## config.mk

```make
export PLATFORM = sky130hd
export DESIGN_NAME = cache_writebuffer
export DESIGN_NICKNAME = d
export VERILOG_FILES = /design/src/rtl/lc3b_types.sv /design/src/rtl/wb_entry.sv /design/src/rtl/cache_writebuffer.sv
export SDC_FILE = /design/constraint.sdc
export NUM_CORES = 1
export LEC_CHECK = 0
export ABC_AREA = 1
export CAP_MARGIN = 30
export CORE_MARGIN = 5
export CORE_UTILIZATION = 35
export CTS_BUF_LIST = sky130_fd_sc_hd__clkbuf_2 sky130_fd_sc_hd__clkbuf_4 sky130_fd_sc_hd__clkbuf_8
export CTS_CLUSTER_DIAMETER = 40
export DETAILED_ROUTE_END_ITERATION = 16
export PLACE_DENSITY_LB_ADDON = 0.05
export SYNTH_ARGS = -nofsm -noshare
export SYNTH_HDL_FRONTEND = slang
export SYNTH_SLANG_ARGS = --single-unit
```

## constraint.sdc

```tcl
create_clock -name clk -period 4.5 [get_ports clk]
set_clock_uncertainty 0.1 [all_clocks]
set_input_delay 0.9 -clock clk [delete_from_list [all_inputs] [get_ports clk]]
set_output_delay 0.9 -clock clk [all_outputs]
set_load 0.005 [all_outputs]
```

## src/rtl/lc3b_types.sv

```systemverilog
// Shared LC-3b types: word/cacheline widths and the write-buffer state encoding.
package lc3b_types;

  typedef logic [15:0]  lc3b_word;
  typedef logic [127:0] lc3b_cacheline;

  typedef enum logic [1:0] {
    IDLE,
    READ,
    DRAIN,
    ACK
  } wb_state_t;

  localparam lc3b_word LINE_MASK = 16'hFFF0;

  // Cacheline-aligned base address of any byte address.
  function automatic lc3b_word lineBase(input lc3b_word addr);
    return addr & LINE_MASK;
  endfunction

endpackage

```

## src/rtl/wb_entry.sv

```systemverilog
// Single write-buffer entry: valid bit, line tag [15:4] and 128-bit line data.
module wb_entry
  import lc3b_types::*;
(
  input  logic          clk,
  input  logic          rst_n,
  input  logic          load_i,
  input  logic          clear_i,
  input  logic [11:0]   tag_i,
  input  lc3b_cacheline data_i,
  output logic          valid_o,
  output logic [11:0]   tag_o,
  output lc3b_cacheline data_o
);

  logic          valid_q;
  logic [11:0]   tag_q;
  lc3b_cacheline data_q;

  // Load wins over clear; the FSM never asks for both in the same cycle.
  always_ff @(posedge clk or negedge rst_n) begin
    if (!rst_n) begin
      valid_q <= 1'b0;
      tag_q   <= '0;
      data_q  <= '0;
    end else if (load_i) begin
      valid_q <= 1'b1;
      tag_q   <= tag_i;
      data_q  <= data_i;
    end else if (clear_i) begin
      valid_q <= 1'b0;
    end
  end

  assign valid_o = valid_q;
  assign tag_o   = tag_q;
  assign data_o  = data_q;

endmodule

```

## src/rtl/cache_writebuffer.sv

```systemverilog
// One-line victim write buffer between cache and physical memory.
// Optional WB_FORWARD_EN: reads hitting the buffered line are answered from the entry.
module cache_writebuffer
  import lc3b_types::*;
(
  input  logic          clk,
  input  logic          rst_n,
  input  logic          cache_read,
  input  logic          cache_write,
  input  lc3b_word      cache_address,
  input  lc3b_cacheline cache_wdata,
  output logic          cache_resp,
  output lc3b_cacheline cache_rdata,
  output logic          pmem_read,
  output logic          pmem_write,
  output lc3b_word      pmem_address,
  output lc3b_cacheline pmem_wdata,
  input  logic          pmem_resp,
  input  lc3b_cacheline pmem_rdata,
  output logic          buf_valid
);

  wb_state_t     state_q, state_d;
  logic          cache_resp_q, pmem_read_q, pmem_write_q;
  lc3b_word      pmem_address_q, pmem_address_d;
  lc3b_cacheline pmem_wdata_q, pmem_wdata_d;
  lc3b_cacheline cache_rdata_q, cache_rdata_d;

  logic          entry_load, entry_clear, start_drain;
  logic          entry_valid, hit;
  logic [11:0]   entry_tag;
  lc3b_cacheline entry_data;

  wb_entry u_entry (
    .clk     (clk),
    .rst_n   (rst_n),
    .load_i  (entry_load),
    .clear_i (entry_clear),
    .tag_i   (cache_address[15:4]),
    .data_i  (cache_wdata),
    .valid_o (entry_valid),
    .tag_o   (entry_tag),
    .data_o  (entry_data)
  );

  assign hit = entry_valid && (entry_tag == cache_address[15:4]);

  // Requests are only looked at in IDLE; a write wins over a simultaneous read,
  // and a missing read is serviced before the pending drain.
  always_comb begin
    state_d        = state_q;
    entry_load     = 1'b0;
    entry_clear    = 1'b0;
    start_drain    = 1'b0;
    pmem_address_d = pmem_address_q;
    pmem_wdata_d   = pmem_wdata_q;
    cache_rdata_d  = cache_rdata_q;
    case (state_q)
      IDLE: begin
        if (cache_write) begin
          if (!entry_valid) begin
            entry_load = 1'b1;
            state_d    = ACK;
          end else begin
            start_drain = 1'b1;
          end
        end else if (cache_read && hit) begin
`ifdef WB_FORWARD_EN
          cache_rdata_d = entry_data;
          state_d       = ACK;
`else
          start_drain = 1'b1;
`endif
        end else if (cache_read) begin
          pmem_address_d = lineBase(cache_address);
          state_d        = READ;
        end else if (entry_valid) begin
          start_drain = 1'b1;
        end
      end
      READ: begin
        if (pmem_resp) begin
          cache_rdata_d = pmem_rdata;
          state_d       = ACK;
        end
      end
      DRAIN: begin
        if (pmem_resp) begin
          entry_clear = 1'b1;
          state_d     = IDLE;
        end
      end
      ACK:     state_d = IDLE;
      default: state_d = IDLE;
    endcase
    if (start_drain) begin
      pmem_address_d = {entry_tag, 4'h0};
      pmem_wdata_d   = entry_data;
      state_d        = DRAIN;
    end
  end

  // Strobes are registered decodes of the next state so they line up with it.
  always_ff @(posedge clk or negedge rst_n) begin
    if (!rst_n) begin
      state_q        <= IDLE;
      cache_resp_q   <= 1'b0;
      pmem_read_q    <= 1'b0;
      pmem_write_q   <= 1'b0;
      pmem_address_q <= '0;
      pmem_wdata_q   <= '0;
      cache_rdata_q  <= '0;
    end else begin
      state_q        <= state_d;
      cache_resp_q   <= (state_d == ACK);
      pmem_read_q    <= (state_d == READ);
      pmem_write_q   <= (state_d == DRAIN);
      pmem_address_q <= pmem_address_d;
      pmem_wdata_q   <= pmem_wdata_d;
      cache_rdata_q  <= cache_rdata_d;
    end
  end

  assign cache_resp   = cache_resp_q;
  assign cache_rdata  = cache_rdata_q;
  assign pmem_read    = pmem_read_q;
  assign pmem_write   = pmem_write_q;
  assign pmem_address = pmem_address_q;
  assign pmem_wdata   = pmem_wdata_q;
  assign buf_valid    = entry_valid;

endmodule

```

Word level (Yosys, flattened, before mapping)
Cells that the tools add are included.

Logic and storage cells: 52. Output and inout port bits: 276. Register bits: 418. Bits of input ports: 277.

Eq/ne operators: 9. Reduce and logical (&&, ||, !) cells: 8. Multiplexer cells: 25.

Operators with widths (number): 16-bit 2-to-1 mux (5); 2-bit 2-to-1 mux (7); 12-bit == test (1); 1-bit 2-to-1 mux (12); 2-bit == test (second input constant) (4); 2-bit case mux with 4 select lines (1); 2-bit nonzero test (3); 2-bit by 1-bit == test with 1-bit output (second input constant) (2); 4-bit AND reduction (1); 1-bit logical AND (2); 2-bit zero test (1); 2-bit by 1-bit inequality test with 1-bit output (second input constant) (1); 2-bit inequality test (second input constant) (1); 2-bit AND reduction (1).

Longest topological paths before layout
Word-level depth: 8. Mapped depth: 12. Mapped depth without buffers: 11.

Modules after synthesis
A second synthesis with hierarchy kept.

Cell total of the unflattened synthesis: 1862. Area, all modules: 16308.1 um^2.

Modules (own cells, without submodules): cache_writebuffer (area each 10940.5 um^2, instances 1, cells an instance 1266); wb_entry (area each 5367.6 um^2, instances 1, cells an instance 596).

Worst setup path after synthesis
Ideal clock, no wire load.

Kind: input -> register. Start point: in cache_address[15]. End point: reg pmem_wdata_q[35] (netlist: pmem_wdata[35]). Path buffers: 2. Data arrival time: 1.848 ns. Setup time: 0.117 ns. Data required time: 4.283 ns. Slack: 2.435 ns. Cell stages on the path: 12. Cell sequence: inv_1 -> nand2_1 -> nand2_1 -> nand2_1 -> nor2_1 -> nand3_1 -> nand2_2 -> nand2_4 -> buf_6 -> buf_2 -> nand2_1 -> nand2_1.

Word-level cells in the longest chain between the ends: 6.

Ends and longest elaborated chain: start: declaration (RTL line cache_writebuffer.sv:10) `input lc3b_word cache_address,`; 12-bit == test (RTL line cache_writebuffer.sv:46) `assign hit = entry_valid && (entry_tag == cache_address[15:4]);`; 1-bit logical AND (RTL line cache_writebuffer.sv:46); 1-bit logical AND (RTL line cache_writebuffer.sv:67) `end else if (cache_read && hit) begin`; 1-bit 2-to-1 mux (RTL line cache_writebuffer.sv:67); 1-bit 2-to-1 mux (RTL line cache_writebuffer.sv:60) `if (cache_write) begin`; 1-bit 2-to-1 mux (RTL line cache_writebuffer.sv:58) `case (state_q)`; end signal: assignment (RTL line cache_writebuffer.sv:119) `pmem_wdata_q <= pmem_wdata_d;`; end: declaration (RTL line cache_writebuffer.sv:26) `lc3b_cacheline pmem_wdata_q, pmem_wdata_d;`.

No other way between the ends. A chain may end at the register's enable or synchronous reset.

Worst setup path in the final report
Start point: in cache_address[8]. End point: reg pmem_wdata_q[121] (netlist: pmem_wdata[121]).

The elaborated chain is that of the path after synthesis.

==> results.md <==
Yosys:
- A synthesized cell averages 11.9 um^2.
- Of the total synthesized cell area, the portion taken by XOR and XNOR cells is less than 1%.
- The post-synthesis cell area is 16000 um^2.
- The count of cell types in the netlist is 20.
- Summing the areas of all compound-gate instances in the mapped netlist gives between 1.5 and 2% of the synthesized area.
- The adder and majority cell fraction of the synthesized area is 0%.
- The cell count after synthesis came out at 1339.
- Sequential cells were found to cover around two thirds of the synthesized design area.
- The synthesized design contains 414 register bits.
- Of the total synthesized cell area, the portion taken by AND, OR, NAND and NOR gates is 12.5%.
- By area, the combinational part of the netlist is dominated by multiplexers.
- The Yosys step of the flow raised 0 warnings.
- Measured against the total synthesized area, the mux share comes to between 10% and 20%.

Drt:
- The average detailed-routed wire length per instance is a little under 20 um.
- The final route contains approximately 12000 vias.
- The detailed router finished its first iteration with about 640 violations.
- The routed wire length is 50200 um.
- The number of iterations in the first detailed-routing pass is 5.
- The post-detailed-route count of antenna-violating nets is 0.
- The via-per-instance ratio is roughly 4.6.
- In the routed design, unresolved DRC markers number 0.

Timing:
- Setup repair after global routing left no endpoint under its margin.
- The final count of hold timing violations is 0.
- Based on the critical path, the design can be clocked at up to 0.339 GHz.
- The max-slew violation count is 0.
- Setup violations remaining at the end of the flow were counted as 0.
- In this run the tightest slew margin relative to its limit is between 50% and 60%.
- The setup total negative slack is 0 ns.
- The portion of the clock cycle consumed by the worst path in the final layout is between 60% and 70%.
- The final critical-path required period is between 2 and 3 ns.
- The slew at the pin closest to its max-slew limit is between 0.6 and 0.7 ns.

Clock tree:
- The CTS tree is yes.
- The TritonCTS sink count is between 400 and 500.
- Counting the buffers created by CTS gives 83.
- The number of hold buffers added after cts is 0.
- At the later pin of the worst-skew pair, clock insertion delay measures 0.64 ns.
- The post-CTS setup-driven buffer insertion count is 0.
- The post-cts resize count is 0.
- The maximum clock path buffer count is 3.
- The CTS clock-pin slew for the worst setup and hold paths is around 0.06 ns.
- In this run the number of H-tree levels came out at 3.
- The clock root buffer is clkbuf_8.

Final layout:
- The top cell types in the final layout, fill and taps aside, are clkdlybuf4s50_1 (543), dfrtp_1 (414), nand2_1 (317).
- The post-route netlist has between 20% and 30% of its cells at a drive strength greater than 1.
- The number of nets at the end of the flow is between 2000 and 2500.
- The most common library cell in the layout ignoring fill and taps is clkdlybuf4s50_1.
- The share of the core filled with cells in the final layout is 52.7%.
- The growth of design area from synthesis to finish is 49.1%.
- The final cell area excluding filler cells is between 20000 and 25000 um^2.

Power and ir drop:
- The worst ir drop on vdd is a little under 0.5 mV.
- The power density over the cells is between 700 and 800 nW/um^2.
- The analysis attributes to cell leakage a power of between 10 and 15 nW.
- The post-layout total power is about 17 mW.

Worst setup path:
- The sort of element at the end of the critical path is a register.
- The beginning of the worst register-to-register path is u_entry.tag_o[4]$_DFFE_PN0P_.
- The critical path data arrival time is between 3 and 4 ns.
- The critical path in this run is classified as primary input to register.
- At the worst endpoint, the required time is 4.89 ns.
- Along the worst path, the maximum fanout reaches between 90 and 100.
- The most critical setup path has its startpoint at cache_address[8].
- The worst setup path is launched from a primary input.

Floorplan:
- In this run the core area contains a little under 80 standard-cell rows.
- The count of pins on the block boundary is ~550.
- The core region is 45300 um^2.
- The initial utilization of the core area, before any placement, comes to a little over a third.
- The die covers about 50000 um^2.
- The die outline height is about 220 um.
- The width of the chip is 224 um.

Placement:
- Summing all placed instances gives a cell area of between 20000 and 25000 um^2.
- Once detailed placement completed, the half-perimeter wirelength came to approximately 35000 um.
- Input and output buffers added on the ports amount to ~540.
- The weighted congestion at the end of routability-driven global placement is around 0.79.

GRT:
- The global-route usage over all layers is roughly 19%.
- The first global-routing pass estimated around 75000 um of wire.
- Entering global routing, the biggest net connects 119 pins.
- The remaining global-route overflow is 0.
- The number of antenna violations at the first check in global routing is 12.
- The via count of the first global-routing pass is 12300.

Job:
- Max-cap violations in this run came to 0.

Status:
- The flow ran to the end, and the final reports show no timing, DRC or antenna violations.

Min path:
- The kind of path behind the tightest hold check is primary input to async pin.
## cells in the mapped netlist (all sizes together)
library cell | n | area [um^2]
a21oi | 26 | 130
nor2 | 32 | 123
nand3 | 131 | 656
conb | 1 | 3.75
nand4 | 1 | 6.26
inv | 57 | 214
o21ai | 37 | 185
buf | 57 | 340
nand2 | 320 | 1210
xnor2 | 4 | 35.0
clkbuf | 25 | 93.8
or2 | 1 | 6.26
mux2 | 233 | 2620
dfrtp | 414 | 10400
## metrics by stage
step	hold slack (ns)	setup slack, ns	instances
after floorplan	0.365	2.44	1342
after global placement	0.354	0.744	2418
after detailed placement	0.357	0.844	2419
after CTS	0.0957	1.56	2562
after global routing	0.121	1.42	2565
final	0.128	1.55	2568
## layout make-up
| class | instances | area, um^2 |
|---|---|---|
| diodes | 6 | 15.0 |
| clock buffers | 121 | 1530 |
| clock inverters | 22 | 265 |
| fillers | 4031 | 21400 |
| inverters | 57 | 214 |
| multi-input cells | 789 | 5030 |
| flip-flops and latches | 414 | 10400 |
| well taps | 600 | 751 |
| repair buffers | 559 | 5680 |
## registers in the layout, summed over array words and instances (netlist names)
signal / count
pmem_address: 12
u_entry.data_o: 128
pmem_wdata: 128
pmem_write: 1
cache_resp: 1
u_entry.valid_o: 1
cache_rdata: 128
state_q: 2
u_entry.tag_o: 12
pmem_read: 1
## worst max-delay path: stages
cell and delay, ns:
clkdlybuf4s50_1 0.51, xnor2_1 0.13, nand2_1 0.09, nor2_1 0.19
nand3_1 0.19, nand2_4 0.32, nand2_8 0.36, buf_16 0.35
nand2_1 0.12, o21ai_0 0.09
## cells by family after synthesis
| family | count (synthesis) |
|---|---|
| flip-flops | 414 |
| multiplexers | 233 |
| XOR/XNOR | 4 |
| AND/OR/NAND/NOR | 485 |
| AO/OA/AOI/OAI | 63 |
| other | 1 |
| buffers and inverters | 139 |
## worst paths after layout
check / to / slack, ns / depth (start not counted)
setup / recovery: pmem_wdata[121]$_DFFE_PN0P_ / 1.55 / 10
hold / removal: u_entry.data_o[18]$_DFFE_PN0P_ / 0.13 / 1
setup reg to reg: pmem_wdata[121]$_DFFE_PN0P_ / 1.90 / 9
hold reg to reg: pmem_wdata[77]$_DFFE_PN0P_ / 0.37 / 2
max in group asynchronous: u_entry.data_o[94]$_DFFE_PN0P_ / 3.12 / 2
min in group clk: pmem_wdata[77]$_DFFE_PN0P_ / 0.37 / 2
## report_power, final
part | switching (mW) | internal (mW)
logic | 2.57 | 3.68
registers | 0.876 | 5.55
clock network | 1.65 | 2.47
total | 5.09 | 11.7
## layer usage
layer / wire (um) / vias up / global-route usage (%)
met2: 25300 / 321 / 32.5
met4: 813 / 14 / 5.02
met3: 4450 / 68 / 8.99
met5: 86 / - / 0
li1: - / 5535 / -
met1: 19600 / 5870 / 23.0
Note: power is estimated with default switching activity, not from simulation.
